## src/rtl/nested_break_seq.sv

```systemverilog
// rtl/nested_break_seq.sv - clocked two-level nested loop with early break at both levels
module nested_break_seq #(
    parameter int OUTER_MAX = 10,
    parameter int INNER_MAX = 10,
    parameter int W         = 32
) (
    input  logic         clk,
    input  logic         rst_n,
    input  logic         start,
    input  logic [W-1:0] step_a,
    input  logic [7:0]   brk_outer,
    input  logic [7:0]   brk_inner,
    output logic         busy,
    output logic         done,
    output logic [W-1:0] a,
    output logic [W-1:0] b
);

    typedef enum logic [1:0] {IDLE, RUN, DONE} state_t;

    localparam logic [7:0] I_LAST = 8'(OUTER_MAX - 1);
    localparam logic [7:0] J_LAST = 8'(INNER_MAX - 1);

    state_t       state;
    logic [W-1:0] step_a_l;
    logic [7:0]   brk_outer_l;
    logic [7:0]   brk_inner_l;
    logic [7:0]   i;
    logic [7:0]   j;
    logic         inner_end;
    logic         outer_end;

    // Break tests see the indices of the iteration whose body runs this cycle.
    assign inner_end = (j == brk_inner_l) || (j == J_LAST);
    assign outer_end = (i == brk_outer_l) || (i == I_LAST);

    always_ff @(posedge clk) begin
        if (!rst_n) begin
            state       <= IDLE;
            step_a_l    <= '0;
            brk_outer_l <= '0;
            brk_inner_l <= '0;
            i           <= '0;
            j           <= '0;
            a           <= '0;
            b           <= '0;
            busy        <= 1'b0;
            done        <= 1'b0;
        end else begin
            case (state)
                IDLE, DONE: begin
                    done <= 1'b0;
                    if (start) begin
                        step_a_l    <= step_a;
                        brk_outer_l <= brk_outer;
                        brk_inner_l <= brk_inner;
                        a           <= '0;
                        b           <= '0;
                        i           <= '0;
                        j           <= '0;
                        busy        <= 1'b1;
                        state       <= RUN;
                    end else begin
                        state <= IDLE;
                    end
                end
                RUN: begin
                    a <= a + step_a_l + W'(i);
                    b <= b + 1'b1;
                    if (!inner_end) begin
                        j <= j + 1'b1;
                    end else if (!outer_end) begin
                        j <= '0;
                        i <= i + 1'b1;
                    end else begin
                        busy  <= 1'b0;
                        done  <= 1'b1;
                        state <= DONE;
                    end
                end
                default: begin
                    busy  <= 1'b0;
                    done  <= 1'b0;
                    state <= IDLE;
                end
            endcase
        end
    end

endmodule
```

## config.mk

```make
export PLATFORM = sky130hd
export DESIGN_NAME = nested_break_seq
export DESIGN_NICKNAME = d
export VERILOG_FILES = /design/src/rtl/nested_break_seq.sv
export SDC_FILE = /design/constraint.sdc
export NUM_CORES = 1
export LEC_CHECK = 0
export CORE_MARGIN = 3
export CORE_UTILIZATION = 54
export DETAILED_ROUTE_END_ITERATION = 6
export PLACE_DENSITY = 0.82
export SLEW_MARGIN = 20
export SYNTH_ARGS = -nofsm -noshare
export SYNTH_HDL_FRONTEND = slang
export SYNTH_SLANG_ARGS = --single-unit
```

## constraint.sdc

```tcl
create_clock -name clk -period 4.05 [get_ports clk]
set_input_delay 0.6075 -clock clk [delete_from_list [all_inputs] [get_ports clk]]
set_output_delay 0.6075 -clock clk [all_outputs]
set_load 0.02 [all_outputs]
```

==> flow_summary.json <==
{
  "final_cell_mix": "162 x nand2_1, 132 x dfxtp_1, 116 x clkdlybuf4s50_1",
  "postSynthRegisterBits": 132,
  "ctsHoldBuffers": 0,
  "ctsResizeCount": 0,
  "wl_per_cell_microns": 14.8,
  "ff_latch_area_sq_mm": 0.00264,
  "critPathCaptureType": "register",
  "multi_input_area_sq_mm": 0.00443,
  "synth_area_leaders": "dfxtp_1 36%, ha_1 10%, nand2_1 8.4%",
  "htree_num_levels": 4,
  "setup_slack_ns": 0.704,
  "postRouteWirelength_microns": 17500,
  "async_flop_share_pct": 0,
  "drive_above_1_share_pct": 6.16,
  "io_pins": 117,
  "worst_slew_margin_rel_pct": 43.8,
  "post_cts_buffers": 0,
  "path_cells": "fa_1 > ha_1 > a211oi_1 > o211ai_1 > a32oi_1 > o21ai_0 > a311o_1 > xnor2_1 > o21ai_0",
  "critPathArrivalTime_ns": 3.63,
  "crit_buf_inv": 0,
  "hold_ws_ns": 0.459,
  "clock_latency_ns": 0.43,
  "finalMaxSlewViolations": 0,
  "synth_nets": 1008,
  "antenna_left": 0,
  "die_y_microns": 122,
  "antenna_found_initial": 0,
  "finalCritPeriodShare_pct": 82.6,
  "vias_per_cell": 5.61,
  "period_needed_ns": 3.35,
  "yosysUniqueCellTypes": 60,
  "cp_max_fo": 9,
  "grt_pass1_vias": 5971,
  "power.density_mw_per_mm2": 358,
  "synth_top_area_share_pct": 36.4,
  "cts.sink_count": 132,
  "clk_pin_slew_ns": 0.06,
  "cp-start-kind": "register",
  "tightest_slew_ns": 0.840,
  "cts-root-buf": "clkbuf_16",
  "ir_worst_vdd_uv": 357,
  "setup_violations": 0,
  "fin_skew_ns": 0.00765,
  "drv_cap": 0,
  "place.port_buffers": 116,
  "synth_warnings": 0,
  "vias": 6610,
  "area_growth_pct": 25.7,
  "clockBufferDepth": 2,
  "cts_tree": "built",
  "drtIter0Drc": 509,
  "tns_ns": 0,
  "start_util_pct": 56.4,
  "cp_slowest_stage_delay_ns": 0.53,
  "slowest_stage": "dfxtp_1",
  "synth_cells": 890,
  "core_sq_mm": 0.0129,
  "outcome": "completed",
  "hold_violations": 0,
  "synth.cell_area_sq_mm": 0.00726,
  "place_ws_ns": 0.769,
  "critical_path_required_ns": 4.33,
  "dr.pass1.iters": 5,
  "rows": 41,
  "leakage_nw": 3.67,
  "crit_top_cell": "o21ai_0",
  "grt_max_degree": 68,
  "antenna_cells": 0,
  "ys_seq_area_share_pct": 36.4,
  "avgSynthCellArea_sq_um": 8.16,
  "grt_pass1_wl_microns": 28700,
  "drc": 0,
  "dieArea_sq_mm": 0.0149,
  "die_w_microns": 122,
  "grt_usage_pct": 23.9,
  "synth_top_area_cell": "dfxtp_1",
  "n_fill_cell": 1060,
  "path_delay_family": "compound AO/OA/AOI/OAI gates",
  "numCtsBuffers": 17,
  "grt-ovfl-total": 0,
  "dp_hpwl_microns": 12100,
  "hp-class": "register to register",
  "synth_edf_count": 0,
  "synthFlopType": "dfxtp_1",
  "final_common_cell": "nand2_1",
  "routabilityCongestion": 0.860,
  "critical_path_class": "register to register",
  "max_freq_ghz": 0.299,
  "rsz0062_at_grt": "no",
  "finalNetCount": 1112
}
==> path summary, 6_finish.rpt <==
| path | slack [ns] | cells past startpoint | end | start |
|---|---|---|---|---|
| hold / removal | 0.46 | 2 | step_a_l[8]$_SDFFE_PN0P_ | step_a_l[8]$_SDFFE_PN0P_ |
| hold reg to reg | 0.46 | 2 | step_a_l[8]$_SDFFE_PN0P_ | step_a_l[8]$_SDFFE_PN0P_ |
| setup / recovery | 0.70 | 9 | a[24]$_SDFFE_PN0P_ | i[2]$_SDFFE_PN0P_ |
| setup reg to reg | 0.70 | 9 | a[24]$_SDFFE_PN0P_ | i[2]$_SDFFE_PN0P_ |
==> registers in the layout, summed over array words and instances (netlist names) <==
register / cells
a: 32
b: 32
step_a_l: 32
brk_inner_l: 8
brk_outer_l: 8
i: 8
j: 8
state: 2
busy: 1
done: 1
==> area by class of cell <==
class | instances | share of cell area (%)
Clock inverter | 10 | 0.892
Multi-Input combinational cell | 706 | 48.6
Inverter | 15 | 0.617
Sequential cell | 132 | 29.0
Timing Repair Buffer | 122 | 13.4
Tap cell | 172 | 2.36
Clock buffer | 22 | 5.20
==> per-stage QoR <==
stage | cell area (sq um) | utilization, % | cells | power (mW)
2_1_floorplan | 7260 | - | 890 | 1.68
3_3_place_gp | 8560 | 66.5 | 1147 | 1.83
3_5_place_dp | 8560 | 66.5 | 1147 | 1.84
4_1_cts | 9120 | 70.8 | 1179 | 3.28
5_1_grt | 9120 | 70.8 | 1179 | 3.39
6_report | 9120 | 70.8 | 1179 | 3.27
==> layer usage <==
metal	up-vias	global-route usage [%]	wire [microns]
met4	0	7.63	322
met2	163	37.3	7900
met1	3063	32.6	8280
li1	3358	-	-
met5	-	0	0
met3	26	5.90	993
==> power by group <==
| part | internal, mW | switching (mW) |
|---|---|---|
| Combinational | 0.180 | 0.247 |
| Sequential | 1.35 | 0.0397 |
| Clock | 0.884 | 0.569 |
| Total | 2.41 | 0.855 |
==> synth_stat cells, types with 3 or more instances <==
cell type and count:
o211ai_1 11, inv_1 14, o21ai_0 37, or3_1 10
or2_2 10, nor2b_1 3, o211a_1 5, clkbuf_1 31
nand2b_1 5, a31oi_1 5, a21o_1 9, nand3_1 34
xor2_1 24, and3_1 9, fa_1 9, buf_1 5
nor2_1 75, nor4_1 3, mux2_2 4, nor4b_1 4
o41ai_1 3, dfxtp_1 132, nor3_1 15, o21a_1 13
xnor2_1 28, and2_1 5, a211oi_1 3, nand2_1 162
a22oi_1 15, and4_1 4, a21oi_1 103, ha_1 58
nand4_1 10
==> tightest hold or removal path: stages (launching register included) <==
cell     delay (ns)
dfxtp_1        0.31
nand2_1        0.05
a21oi_1        0.05
==> logic make-up (layout without fill, tap and decap cells) <==
logic type               after synthesis  count (layout)  synth area share, %
adder cells (fa/ha/maj)               67              67                 12.5
XOR/XNOR                              52              52                 6.27
AND/OR/NAND/NOR                      358             358                 22.5
buffers and inverters                 52             169                 2.71
flip-flops                           132             132                 36.4
AO/OA/AOI/OAI                        225             225                 19.0
multiplexers                           4               4                0.621
Note: power is estimated with default switching activity, not from simulation.
